--- src/rtl/oh_pwrseq_pkg.sv ---
// Shared types and reset constants for the oh_pwrseq power-gating sequencer.
package oh_pwrseq_pkg;

  typedef enum logic [3:0] {
    ST_OFF,
    ST_RAMP_UP,
    ST_SETTLE,
    ST_RESTORE,
    ST_DEISO,
    ST_ON,
    ST_ISO,
    ST_SAVE,
    ST_RAMP_DN
  } state_t;

  // Per-bit reset values; nsleep is replicated to the stage count by the user.
  localparam logic RST_NSLEEP = 1'b0;
  localparam logic RST_ISO    = 1'b1;
  localparam logic RST_ACK    = 1'b1;

endpackage

--- src/rtl/oh_pwrseq_if.sv ---
// Switch-control bundle between the power sequencer (master) and the
// switchable domain plus its requester (slave).
interface oh_pwrseq_if #(
  parameter int N  = 4,
  parameter int CW = 8
);

  logic          sleep_req;
  logic [CW-1:0] cfg_stagedly;
  logic [CW-1:0] cfg_settledly;
  logic          sleep_ack;
  logic          busy;
  logic [N-1:0]  nsleep;
  logic          iso;
  logic          ret_save;
  logic          ret_restore;

  modport master (
    input  sleep_req, cfg_stagedly, cfg_settledly,
    output sleep_ack, busy, nsleep, iso, ret_save, ret_restore
  );

  modport slave (
    output sleep_req, cfg_stagedly, cfg_settledly,
    input  sleep_ack, busy, nsleep, iso, ret_save, ret_restore
  );

endinterface

--- src/rtl/oh_pwrseq_timer.sv ---
// Loadable CW-bit down-counter with a zero flag, shared by stage spacing and
// the post-ramp settle wait. It parks at zero rather than wrapping.
module oh_pwrseq_timer #(
  parameter int CW = 8
) (
  input  logic          clk,
  input  logic          reset,
  input  logic          load,
  input  logic          en,
  input  logic [CW-1:0] load_val,
  output logic          zero
);

  logic [CW-1:0] count;

  always_ff @(posedge clk or posedge reset) begin
    if (reset) begin
      count <= '0;
    end else if (load) begin
      count <= load_val;
    end else if (en && (count != '0)) begin
      count <= count - CW'(1);
    end
  end

  assign zero = (count == '0);

endmodule

--- src/rtl/oh_pwrseq.sv ---
// Power-gating sequencer for one switchable domain: staggers switch-cell enables
// to limit inrush and brackets each transition with isolation and retention.
module oh_pwrseq
  import oh_pwrseq_pkg::*;
#(
  parameter int N  = 4,
  parameter int CW = 8
) (
  input logic         clk,
  input logic         reset,
  oh_pwrseq_if.master pwr
);

  state_t        state;
  logic [N-1:0]  nsleep_q;
  logic [N-1:0]  up_next;
  logic [N-1:0]  dn_next;
  logic          iso_q;
  logic          ack_q;
  logic          busy_q;
  logic          save_q;
  logic          restore_q;
  logic [CW-1:0] d_lat;
  logic [CW-1:0] s_lat;
  logic          tm_load;
  logic          tm_en;
  logic          tm_zero;
  logic [CW-1:0] tm_val;

  // Ramp-up turns on the next stage above the already-conducting ones.
  function automatic logic [N-1:0] stage_up(input logic [N-1:0] v);
    logic [N-1:0] r;
    r[0] = 1'b1;
    for (int i = 1; i < N; i++) r[i] = v[i-1];
    return r;
  endfunction

  function automatic logic [N-1:0] stage_dn(input logic [N-1:0] v);
    logic [N-1:0] r;
    r[N-1] = 1'b0;
    for (int i = 0; i < N - 1; i++) r[i] = v[i+1];
    return r;
  endfunction

  assign up_next = stage_up(nsleep_q);
  assign dn_next = stage_dn(nsleep_q);

  // The timer is reloaded on the same edge a stage moves, so each stage holds
  // for latched-value + 1 cycles; the stage that completes the ramp loads settle.
  always_comb begin
    tm_load = 1'b0;
    tm_en   = 1'b0;
    tm_val  = d_lat;
    case (state)
      ST_OFF: begin
        if (!pwr.sleep_req) begin
          tm_load = 1'b1;
          tm_val  = (&up_next) ? pwr.cfg_settledly : pwr.cfg_stagedly;
        end
      end
      ST_RAMP_UP: begin
        if (tm_zero) begin
          tm_load = 1'b1;
          tm_val  = (&up_next) ? s_lat : d_lat;
        end else begin
          tm_en = 1'b1;
        end
      end
      ST_SETTLE: tm_en = 1'b1;
      ST_SAVE:   tm_load = 1'b1;
      ST_RAMP_DN: begin
        if (tm_zero) tm_load = 1'b1;
        else         tm_en   = 1'b1;
      end
      default: ;
    endcase
  end

  oh_pwrseq_timer #(.CW(CW)) u_timer (
    .clk      (clk),
    .reset    (reset),
    .load     (tm_load),
    .en       (tm_en),
    .load_val (tm_val),
    .zero     (tm_zero)
  );

  // sleep_req is only looked at in the two stable states; every transition
  // runs to completion and sleep_ack holds its old value until the end.
  always_ff @(posedge clk or posedge reset) begin
    if (reset) begin
      state     <= ST_OFF;
      nsleep_q  <= {N{RST_NSLEEP}};
      iso_q     <= RST_ISO;
      ack_q     <= RST_ACK;
      busy_q    <= 1'b0;
      save_q    <= 1'b0;
      restore_q <= 1'b0;
      d_lat     <= '0;
      s_lat     <= '0;
    end else begin
      save_q    <= 1'b0;
      restore_q <= 1'b0;
      case (state)
        ST_OFF: begin
          if (!pwr.sleep_req) begin
            state    <= (&up_next) ? ST_SETTLE : ST_RAMP_UP;
            nsleep_q <= up_next;
            busy_q   <= 1'b1;
            d_lat    <= pwr.cfg_stagedly;
            s_lat    <= pwr.cfg_settledly;
          end
        end
        ST_RAMP_UP: begin
          if (tm_zero) begin
            nsleep_q <= up_next;
            if (&up_next) state <= ST_SETTLE;
          end
        end
        ST_SETTLE: begin
          if (tm_zero) begin
            state     <= ST_RESTORE;
            restore_q <= 1'b1;
          end
        end
        ST_RESTORE: begin
          state  <= ST_DEISO;
          iso_q  <= 1'b0;
          ack_q  <= 1'b0;
          busy_q <= 1'b0;
        end
        ST_DEISO: state <= ST_ON;
        ST_ON: begin
          if (pwr.sleep_req) begin
            state  <= ST_ISO;
            iso_q  <= 1'b1;
            busy_q <= 1'b1;
          end
        end
        ST_ISO: begin
          state  <= ST_SAVE;
          save_q <= 1'b1;
          d_lat  <= pwr.cfg_stagedly;
        end
        ST_SAVE: begin
          state    <= ST_RAMP_DN;
          nsleep_q <= dn_next;
        end
        ST_RAMP_DN: begin
          if (nsleep_q == '0) begin
            state  <= ST_OFF;
            ack_q  <= 1'b1;
            busy_q <= 1'b0;
          end else if (tm_zero) begin
            nsleep_q <= dn_next;
          end
        end
        default: begin
          state    <= ST_OFF;
          nsleep_q <= {N{RST_NSLEEP}};
          iso_q    <= RST_ISO;
          ack_q    <= RST_ACK;
          busy_q   <= 1'b0;
        end
      endcase
    end
  end

  assign pwr.nsleep      = nsleep_q;
  assign pwr.iso         = iso_q;
  assign pwr.sleep_ack   = ack_q;
  assign pwr.busy        = busy_q;
  assign pwr.ret_save    = save_q;
  assign pwr.ret_restore = restore_q;

endmodule
--- src/flat_wrapper.sv ---
// flat-port wrapper written by rule: the top's interface ports become plain ports
module oh_pwrseq_flat import oh_pwrseq_pkg::*;
#(
  parameter int N  = 4,
  parameter int CW = 8
)
  (clk, reset, pwr_sleep_req, pwr_cfg_stagedly, pwr_cfg_settledly, pwr_sleep_ack, pwr_busy, pwr_nsleep, pwr_iso, pwr_ret_save, pwr_ret_restore);
  oh_pwrseq_if #(.N(N), .CW(CW)) pwr_i ();
  input logic clk;
  input logic reset;
  input wire logic [$bits(pwr_i.sleep_req)-1:0] pwr_sleep_req;
  input wire logic [$bits(pwr_i.cfg_stagedly)-1:0] pwr_cfg_stagedly;
  input wire logic [$bits(pwr_i.cfg_settledly)-1:0] pwr_cfg_settledly;
  output wire logic [$bits(pwr_i.sleep_ack)-1:0] pwr_sleep_ack;
  output wire logic [$bits(pwr_i.busy)-1:0] pwr_busy;
  output wire logic [$bits(pwr_i.nsleep)-1:0] pwr_nsleep;
  output wire logic [$bits(pwr_i.iso)-1:0] pwr_iso;
  output wire logic [$bits(pwr_i.ret_save)-1:0] pwr_ret_save;
  output wire logic [$bits(pwr_i.ret_restore)-1:0] pwr_ret_restore;
  assign pwr_i.sleep_req = pwr_sleep_req;
  assign pwr_i.cfg_stagedly = pwr_cfg_stagedly;
  assign pwr_i.cfg_settledly = pwr_cfg_settledly;
  assign pwr_sleep_ack = pwr_i.sleep_ack;
  assign pwr_busy = pwr_i.busy;
  assign pwr_nsleep = pwr_i.nsleep;
  assign pwr_iso = pwr_i.iso;
  assign pwr_ret_save = pwr_i.ret_save;
  assign pwr_ret_restore = pwr_i.ret_restore;
  oh_pwrseq #(.N(N), .CW(CW)) u_core (.clk(clk), .reset(reset), .pwr(pwr_i));
endmodule
--- config.mk ---
export PLATFORM = sky130hd
export DESIGN_NAME = oh_pwrseq_flat
export DESIGN_NICKNAME = d
export VERILOG_FILES = /design/src/rtl/oh_pwrseq_pkg.sv /design/src/rtl/oh_pwrseq_if.sv /design/src/rtl/oh_pwrseq_timer.sv /design/src/rtl/oh_pwrseq.sv /design/src/flat_wrapper.sv
export SDC_FILE = /design/constraint.sdc
export NUM_CORES = 1
export LEC_CHECK = 0
export ABC_AREA = 1
export CAP_MARGIN = 20
export CORE_MARGIN = 2
export CORE_UTILIZATION = 56
export DETAILED_ROUTE_END_ITERATION = 10
export GPL_ROUTABILITY_DRIVEN = 0
export GPL_TIMING_DRIVEN = 0
export MAX_ROUTING_LAYER = met4
export PLACE_DENSITY = 0.92
export SYNTH_ARGS = -nofsm -noshare
export SYNTH_HDL_FRONTEND = slang
export SYNTH_SLANG_ARGS = --single-unit
--- constraint.sdc ---
create_clock -name clk -period 1.79 [get_ports clk]
set_input_delay 0.358 -clock clk [delete_from_list [all_inputs] [get_ports clk]]
set_output_delay 0.358 -clock clk [all_outputs]
set_load 0.1 [all_outputs]
==> flow_summary.yaml, run 1 <==
setup_path:
  path_class: "flop to primary output"
  critPathCaptureType: "primary output"
  critPathRequiredTime_ns: 1.43
  crit_chain: "clkdlybuf4s15_2"
  start_kind: "flop"
  crit_fanout: 2
  cp_top_family: "buffers and inverters"
  crit_cells: 1
  slowest_delay_ns: 0.55
  worstPathBufferInverterCount: 1
  crit_slowest_cell: "clkdlybuf4s15_2"
  critPathArrivalTime_ns: 1.37
  reg2reg_depth: 10
cells_and_area:
  drive_above_1_share: 0.182
  final_area_um2: 2900
  area_growth_syn_to_layout_pct: 23.1
  fin_nets: 399
  fillers: 310
  antennaDiodeCount: 0
  regArea_um2: 938
  multi_input_area_um2: 1250
sta:
  fin_skew_ns: 0.00251
  maxSlewHeadroom: 0.480
  worst-slew-pin-transition_ns: 0.779
  slew_violations: 0
  hold_viol_final: 0
  rsz0062_at_grt: "true"
  fmax_mhz: 578
  setup_tns_ns: 0
  setup_viol: 0
  post-route-min-period_ns: 1.73
  period_share: 0.966
synth:
  synthTopCellsByArea: "dfrtp_1 37%, nand2_1 17%, inv_1 6.2%"
  synth_top_area_share: 0.372
  async_reset_ff_frac: 1.00
  synth_cell_types: 33
  synth_nets: 360
  avgSynthCellArea_um2: 6.95
  ys_ff_latch: 37
  ys_seq_area_frac: 0.394
  synth_area_um2: 2360
  yosys.area.top_type: "dfrtp_1"
  synth_edf_count: 0
  syn_inst: 339
  synth-main-ff-cell: "dfrtp_1"
  yosysWarnings: 0
power:
  p_per_area_nw_per_um2: 526
  peakVddDrop_mv: 0.478
  internal_power_mw: 1.17
  swShare: 0.233
  clockPowerShare: 0.378
  power.total_mw: 1.53
  leakage_nw: 1.48
  p_seq_frac: 0.558
  p_comb_frac: 0.064
  switching_power_mw: 0.355
floorplan:
  placementRows: 23
  die_x_um: 68.9
  dieArea_um2: 4740
  initial_utilization: 0.585
  fp.dieH_um: 68.9
  core-area_um2: 4030
  ios: 28
placed_design:
  placed_area_um2: 2700
  dp_hpwl_um: 4060
  port_buffers: 27
flow_run:
  drv_cap: 0
routing:
  routed_wl_um: 6050
  dr.pass1.iters: 5
  vias: 2406
  via_per_inst: 5.61
  ant_nets: 0
  drt_iter0_drc: 232
  wl_per_cell_um: 14.1
  drcViolationCount: 0
cts:
  clk_latency_ns: 0.29
  htreeDepth: 2
  cts_tree: "yes"
  cts-root-buf: "clkbuf_8"
  cts_hold_buf: 0
  clockBufferDepth: 2
  cts_buffers: 5
  cts.sinks: 37
  clk_pin_slew_ns: 0.07
grt:
  track_usage: 0.278
  grt_max_degree: 38
  grt_pass1_vias: 2148
  grt_pass1_wl_um: 9370
  antenna_found_initial: 0
  overflow: 0
run_status:
  outcome: "complete, no violations"
hold_path:
  whs_path_depth: 2
  min_path_type: "flop to flop"
## synth_stat cells, types with 2 or more instances
cell type  instances
buf_2              5
o21ai_1            7
o211ai_1           6
a22oi_1            2
nor2_2             5
inv_1             39
nand2_2            6
nor2_4             2
nor2_1            37
inv_2              6
xor2_1             4
ha_1               2
a21oi_1            5
nand3_2            3
nand3_1           25
nand4_1            4
nand2_1          109
dfrtp_1           35
o21ai_0           21
dfstp_2            2
buf_4              2
## cells by family (layout without fill, tap and decap cells)
kind of cell,Yosys count,in the layout,share of synthesized area
and+or+nand+nor,195,195,0.367
buffers and inverters,55,95,0.0972
AOI/OAI and AO/OA,45,45,0.112
DFF,37,37,0.394
xor gates and xnor gates,5,5,0.0186
adders and majority gates,2,2,0.0106
## per-layer routing
metal	track usage	share of wire
met1	0.356	0.42
met5	-	0
met3	0.0568	0.078
met4	0.120	0.023
met2	0.429	0.48
## power by group through the flow
stage,clock network (mW),logic (mW),registers (mW)
after floorplan,0,0.0411,0.865
after global placement,0,0.0939,0.866
after detailed placement,0,0.0955,0.866
after CTS,0.583,0.0963,0.850
after global routing,0.608,0.109,0.851
final,0.577,0.0971,0.851
## final timing paths
path / start / slack (ns) / endpoint
setup / recovery: u_core.pwr.sleep_ack$_DFFE_PP1P_ / 0.06 / pwr_sleep_ack
hold / removal: u_core.pwr.sleep_ack$_DFFE_PP1P_ / 0.47 / u_core.pwr.sleep_ack$_DFFE_PP1P_
min in group asynchronous: reset / 0.52 / u_core.pwr.nsleep[0]$_DFFE_PP0P_
max in group asynchronous: reset / 0.69 / u_core.pwr.nsleep[1]$_DFFE_PP0P_
hold reg to reg: u_core.pwr.sleep_ack$_DFFE_PP1P_ / 0.47 / u_core.pwr.sleep_ack$_DFFE_PP1P_
setup reg to reg: u_core.state[0]$_DFFE_PP0P_ / 0.08 / u_core.u_timer.count[4]$_DFFE_PP0P_
## final cells by class
| type | instances | share of cell area |
|---|---|---|
| clock buffer | 8 | 0.0276 |
| multi-input combinational | 247 | 0.430 |
| timing repair buffer | 32 | 0.110 |
| buffer | 9 | 0.0259 |
| inverter | 46 | 0.0617 |
| tap | 50 | 0.0216 |
| sequential | 37 | 0.324 |
## state kept, by name, indices dropped and copies added, names as in the netlist
signal / flops
u_core.pwr.ret_save: 1
u_core.state: 4
u_core.pwr.busy: 1
u_core.pwr.nsleep: 4
u_core.pwr.sleep_ack: 1
u_core.d_lat: 8
u_core.pwr.ret_restore: 1
u_core.pwr.iso: 1
u_core.u_timer.count: 8
u_core.s_lat: 8
## cell usage in the layout (no fill, tap or decap), types with 3 or more instances in the layout
cell and instances:
o21ai_0 21, inv_2 8, nand2_1 108, dfrtp_1 31
clkdlybuf4s50_1 18, nand3_1 24, buf_2 3, o21ai_1 7
xor2_1 4, nand2_2 6, a21oi_1 5, nor2_2 4
clkbuf_1 3, buf_6 4, clkbuf_8 5, nor2_1 36
nand4_1 4, clkdlybuf4s15_2 9, o211ai_1 6, buf_4 5
inv_1 35, nor2_4 4
## metrics by stage
stage	utilization	cells	worst slack [ns]	hold slack, ns
floorplan	-	339	0.0269	0.444
global placement	0.670	416	-0.420	0.456
detailed placement	0.670	416	-0.196	0.458
CTS	0.693	424	0.00763	0.469
global route	0.720	429	-0.0117	0.489
finish	0.720	429	0.0614	0.466
## repair_timing
| action | 4_1_cts | 5_1_grt |
|---|---|---|
| endpoints found under the hold margin | 0 | 0 |
| gates cloned | 0 | 0 |
| buffers inserted | 0 | 5 |
| setup endpoints to repair | 15 | 23 |
| resized for setup | 30 | 21 |
| pin swaps | 0 | 5 |
## worst min-delay path, stage by stage, from the launching register on
cell,delay [ns]
dfstp_2,0.37
inv_1,0.04
a21oi_1,0.06
(Power assumes the default switching activity.)
==> run 2, diff against run 1 <==
--- a/config.mk
+++ b/config.mk
@@ -17,3 +17,4 @@
 export SYNTH_ARGS = -nofsm -noshare
 export SYNTH_HDL_FRONTEND = slang
 export SYNTH_SLANG_ARGS = --single-unit
+export TNS_END_PERCENT = 5
==> run 2 against run 1 <==
  * Via count decreased by 1.1%
  * Register-to-register slack worse by 0.03 ns
  * Final cell count fell by 0.93%
  * Global-route usage is the same
==> flow_summary.yaml, run 2 (synthesis gave the netlist of run 1 again) <==
run_status:
  outcome: "complete, no violations"
routing:
  via_per_inst: 5.60
  ant_nets: 0
  vias: 2380
  wl_per_cell_um: 13.9
  drcViolationCount: 0
  routed_wl_um: 5910
  dr.pass1.iters: 5
  drt_iter0_drc: 230
grt:
  grt_max_degree: 38
  grt_pass1_wl_um: 9370
  grt_pass1_vias: 2148
  overflow: 0
  antenna_found_initial: 0
  track_usage: 0.278
cells_and_area:
  layout_common_cells: "108 x nand2_1, 37 x nor2_1, 36 x inv_1, 31 x dfrtp_1, 25 x nand3_1"
  fin_nets: 395
  reg_top3: "u_core.d_lat (8), u_core.s_lat (8), u_core.u_timer.count (8)"
  area_growth_syn_to_layout_pct: 21.0
  final_common_cell: "nand2_1"
  drive_above_1_share: 0.165
  antennaDiodeCount: 0
sta:
  worst-slew-pin-transition_ns: 0.780
  post-route-min-period_ns: 1.74
  setup_tns_ns: 0
  setup_viol: 0
  hold_viol_final: 0
  period_share: 0.972
  fmax_mhz: 575
  fin_skew_ns: 0.00377
  rsz0062_at_grt: "true"
  worst_hold_slack_ns: 0.466
  maxSlewHeadroom: 0.479
  slew_violations: 0
cts:
  cts_buffers: 5
  cts_hold_buf: 0
  htreeDepth: 2
  clk_pin_slew_ns: 0.07
  clk_latency_ns: 0.29
  cts.sinks: 37
  clockBufferDepth: 2
  cts-root-buf: "clkbuf_8"
  cts_tree: "yes"
setup_path:
  critPathArrivalTime_ns: 1.98
  start_kind: "flop"
  path_class: "flop to flop"
  crit_fanout: 8
  critPathRequiredTime_ns: 2.03
  critPathCaptureType: "flop"
hold_path:
  min_path_type: "flop to flop"
power:
  p_per_area_nw_per_um2: 534
  peakVddDrop_mv: 0.474
  leakage_nw: 1.46
floorplan:
  ios: 28
  dieArea_um2: 4740
  die_x_um: 68.9
  core-area_um2: 4030
  initial_utilization: 0.585
  placementRows: 23
  fp.dieH_um: 68.9
placed_design:
  dp_hpwl_um: 4060
  port_buffers: 27
flow_run:
  drv_cap: 0
run 2: layer usage:
| layer | wire, µm | vias up | global-route usage | part of all wire |
|---|---|---|---|---|
| met5 | 0 | - | - | 0 |
| met1 | 2450 | 1123 | 0.356 | 0.41 |
| met3 | 412 | 13 | 0.0568 | 0.070 |
| li1 | - | 1140 | - | - |
| met2 | 2930 | 104 | 0.429 | 0.50 |
| met4 | 116 | 0 | 0.120 | 0.020 |
run 2: stage by stage:
step	util	instance area [µm²]	std cells	total power, mW	setup WS, ns
floorplan	-	2360	339	0.906	0.0269
global placement	0.670	2700	416	0.959	-0.420
detailed placement	0.670	2700	416	0.962	-0.196
CTS	0.693	2790	424	1.53	0.00763
global route	0.707	2850	425	1.57	-0.0853
finish	0.707	2850	425	1.52	0.0502
run 2: timing repair:
| item | 4_1_cts | 5_1_grt |
|---|---|---|
| pin swaps | 0 | 2 |
| setup endpoints to repair | 15 | 23 |
| buffers inserted | 0 | 1 |
| resized for setup | 30 | 14 |
run 2: critical path: stages, from the launching register on:
cell,delay (ns)
dfrtp_1,0.36
buf_2,0.18
nor2_4,0.18
nand3_1,0.28
nand2_4,0.21
nand2_1,0.09
nand2_1,0.08
inv_1,0.04
nand2_1,0.07
nand2_1,0.05
nand2_1,0.05
nand2_1,0.05
nand2_1,0.05
run 2: final timing paths:
kind | slack (ns) | endpoint | from | cells after the start
worst max-delay path | 0.05 | u_core.u_timer.count[7]$_DFFE_PP0P_ | u_core.state[0]$_DFFE_PP0P_ | 12
worst min-delay path | 0.47 | u_core.pwr.sleep_ack$_DFFE_PP1P_ | u_core.pwr.sleep_ack$_DFFE_PP1P_ | 2
worst max register to register | 0.05 | u_core.u_timer.count[7]$_DFFE_PP0P_ | u_core.state[0]$_DFFE_PP0P_ | 12
worst min register to register | 0.47 | u_core.pwr.sleep_ack$_DFFE_PP1P_ | u_core.pwr.sleep_ack$_DFFE_PP1P_ | 2
max in group asynchronous | 0.69 | u_core.pwr.nsleep[1]$_DFFE_PP0P_ | reset | 2
min in group asynchronous | 0.52 | u_core.pwr.nsleep[0]$_DFFE_PP0P_ | reset | 2
run 2: power by group:
group          switching, mW  internal [mW]  total [mW]  leakage, nW
registers            0.00605          0.845       0.851        0.443
logic                 0.0479         0.0487      0.0966        0.977
clock network          0.298          0.277       0.575       0.0395
run 2: area by class of cell:
cell class,count,area (µm²)
Multi-Input combinational cell,247,1240
Fill cell,323,1180
Sequential cell,37,938
Timing Repair Buffer,28,289
Inverter,46,176
Clock buffer,8,80.1
Buffer,9,65.1
Tap cell,50,62.6
==> run 3, diff against run 2 <==
==> constraint.sdc (replaced) <==
create_clock -name clk -period 1.7 [get_ports clk]
set_input_delay 0.34 -clock clk [delete_from_list [all_inputs] [get_ports clk]]
set_output_delay 0.34 -clock clk [all_outputs]
set_load 0.1 [all_outputs]
==> run 3 against run 2 <==
  * The flow now finishes with violations (setup timing)
  * Worst setup slack worse by 0.074 ns
  * Die area is the same
  * Clock power is 13% higher
  * Sequential share of layout area fell by 1.8 points
  * Non-clock buffer count rose by 11
  * Sequential power up 5.3%
  * Highest routed layer unchanged
==> flow_summary.yaml, run 3 (synthesis gave the netlist of run 1 again) <==
cts:
  clk_latency_ns: 0.30
  cts-root-buf: "clkbuf_8"
  clk_pin_slew_ns: 0.07
  cts.sinks: 37
  cts_tree: "yes"
  htreeDepth: 2
  cts_hold_buf: 0
  cts_buffers: 5
  clockBufferDepth: 2
floorplan:
  ios: 28
  die_x_um: 68.9
  placementRows: 23
  initial_utilization: 0.585
  fp.dieH_um: 68.9
  core-area_um2: 4030
  dieArea_um2: 4740
power:
  leakage_nw: 1.54
  power.total_mw: 1.65
  p_per_area_nw_per_um2: 547
  peakVddDrop_mv: 0.628
sta:
  post-route-min-period_ns: 1.72
  rsz0062_at_grt: "true"
  worst_hold_slack_ns: 0.472
  slew_violations: 0
  worst-slew-pin-transition_ns: 0.799
  fin_skew_ns: 0.0122
  maxSlewHeadroom: 0.467
  setup_ws_ns: -0.0234
  fmax_mhz: 580
  period_share: 1.01
  hold_viol_final: 0
  setup_viol: 1
run_status:
  violations: "setup timing"
  outcome: "finished with violations"
routing:
  vias: 2577
  drt_iter0_drc: 368
  via_per_inst: 5.91
  drcViolationCount: 0
  wl_per_cell_um: 15.9
  dr.pass1.iters: 5
  routed_wl_um: 6930
  ant_nets: 0
setup_path:
  start_kind: "flop"
  cp_top_family: "buffers and inverters"
  crit_path_frequent_cell: "inv_2"
  slowest_delay_ns: 0.44
  crit_chain: "inv_2 -> nor2_2 -> inv_2 -> nor2_2 -> inv_2 -> o21ai_4 -> buf_4 -> o21ai_0"
  crit_fanout: 10
  critPathCaptureType: "flop"
  worstPathBufferInverterCount: 4
  critPathArrivalTime_ns: 1.87
  critPathRequiredTime_ns: 1.85
  crit_slowest_cell: "dfrtp_1"
  path_class: "flop to flop"
cells_and_area:
  layout_common_cells: "106 x nand2_1, 35 x inv_1, 34 x nor2_1, 31 x dfrtp_1, 24 x nand3_1"
  area_growth_syn_to_layout_pct: 28.3
  reg_top3: "u_core.d_lat (8), u_core.s_lat (8), u_core.u_timer.count (8)"
  final_common_cell: "nand2_1"
  antennaDiodeCount: 0
  drive_above_1_share: 0.215
  fin_nets: 406
grt:
  grt_pass1_vias: 2104
  track_usage: 0.285
  grt_max_degree: 38
  grt_pass1_wl_um: 9630
  antenna_found_initial: 0
  overflow: 0
placed_design:
  dp_hpwl_um: 4060
  port_buffers: 27
hold_path:
  min_path_type: "flop to flop"
flow_run:
  drv_cap: 0
==> run 3: area by class of cell <==
| type | count | area, µm² |
|---|---|---|
| Buffer | 9 | 83.8 |
| Clock buffer | 8 | 90.1 |
| Fill cell | 267 | 1010 |
| Inverter | 46 | 183 |
| Multi-Input combinational cell | 247 | 1280 |
| Sequential cell | 37 | 941 |
| Tap cell | 50 | 62.6 |
| Timing Repair Buffer | 39 | 380 |
==> run 3: worst paths after layout <==
check                                            startpoint                          endpoint  slack, ns  cells after the start
max                             u_core.state[2]$_DFFE_PP0P_       u_core.d_lat[3]$_DFFE_PP0P_      -0.02                      8
min                        u_core.pwr.sleep_ack$_DFFE_PP1P_  u_core.pwr.sleep_ack$_DFFE_PP1P_       0.47                      2
max reg2reg                     u_core.state[2]$_DFFE_PP0P_       u_core.d_lat[3]$_DFFE_PP0P_      -0.02                      8
min reg2reg                u_core.pwr.sleep_ack$_DFFE_PP1P_  u_core.pwr.sleep_ack$_DFFE_PP1P_       0.47                      2
max in group asynchronous                             reset  u_core.pwr.nsleep[0]$_DFFE_PP0P_       0.61                      2
min in group asynchronous                             reset  u_core.pwr.nsleep[1]$_DFFE_PP0P_       0.51                      2
==> run 3: power by group <==
part           internal, mW  leakage (nW)  switching (mW)
logic                0.0515          1.05          0.0562
clock network         0.331        0.0455           0.318
registers             0.890         0.442         0.00621
total                  1.27          1.54           0.380
==> run 3: through the flow <==
step                setup TNS (ns)  instance area, µm²  worst slack, ns  instances   util
floorplan                        0                2370           0.0118        339      -
global placement            -15.88                2710           -0.509        416  0.672
detailed placement           -5.10                2710           -0.270        416  0.672
CTS                        -0.0435                2830          -0.0248        424  0.702
global route                 -1.51                3020           -0.137        436  0.750
finish                     -0.0234                3020          -0.0234        436  0.750
==> run 3: per-layer routing <==
metal | track usage | routed length [µm] | up-vias
met4 | 0.115 | 317 | 0
met3 | 0.0552 | 645 | 44
li1 | - | - | 1167
met2 | 0.439 | 3390 | 195
met5 | - | 0 | -
met1 | 0.371 | 2580 | 1171
==> run 3: repair_timing <==
item                       in CTS  in global routing
pin swaps                       1                  6
setup buffers                   0                 11
gates cloned                    0                  1
gates resized for setup        36                 31
hold endpoints to repair        0                  0
setup endpoints to repair      29                 32
==> run 3: tightest hold or removal path, delay by kind of cell, from the launching register on <==
family	cells	cell delay, ns
buf+inv	1	0.04
flops	1	0.37
compound gates	1	0.06
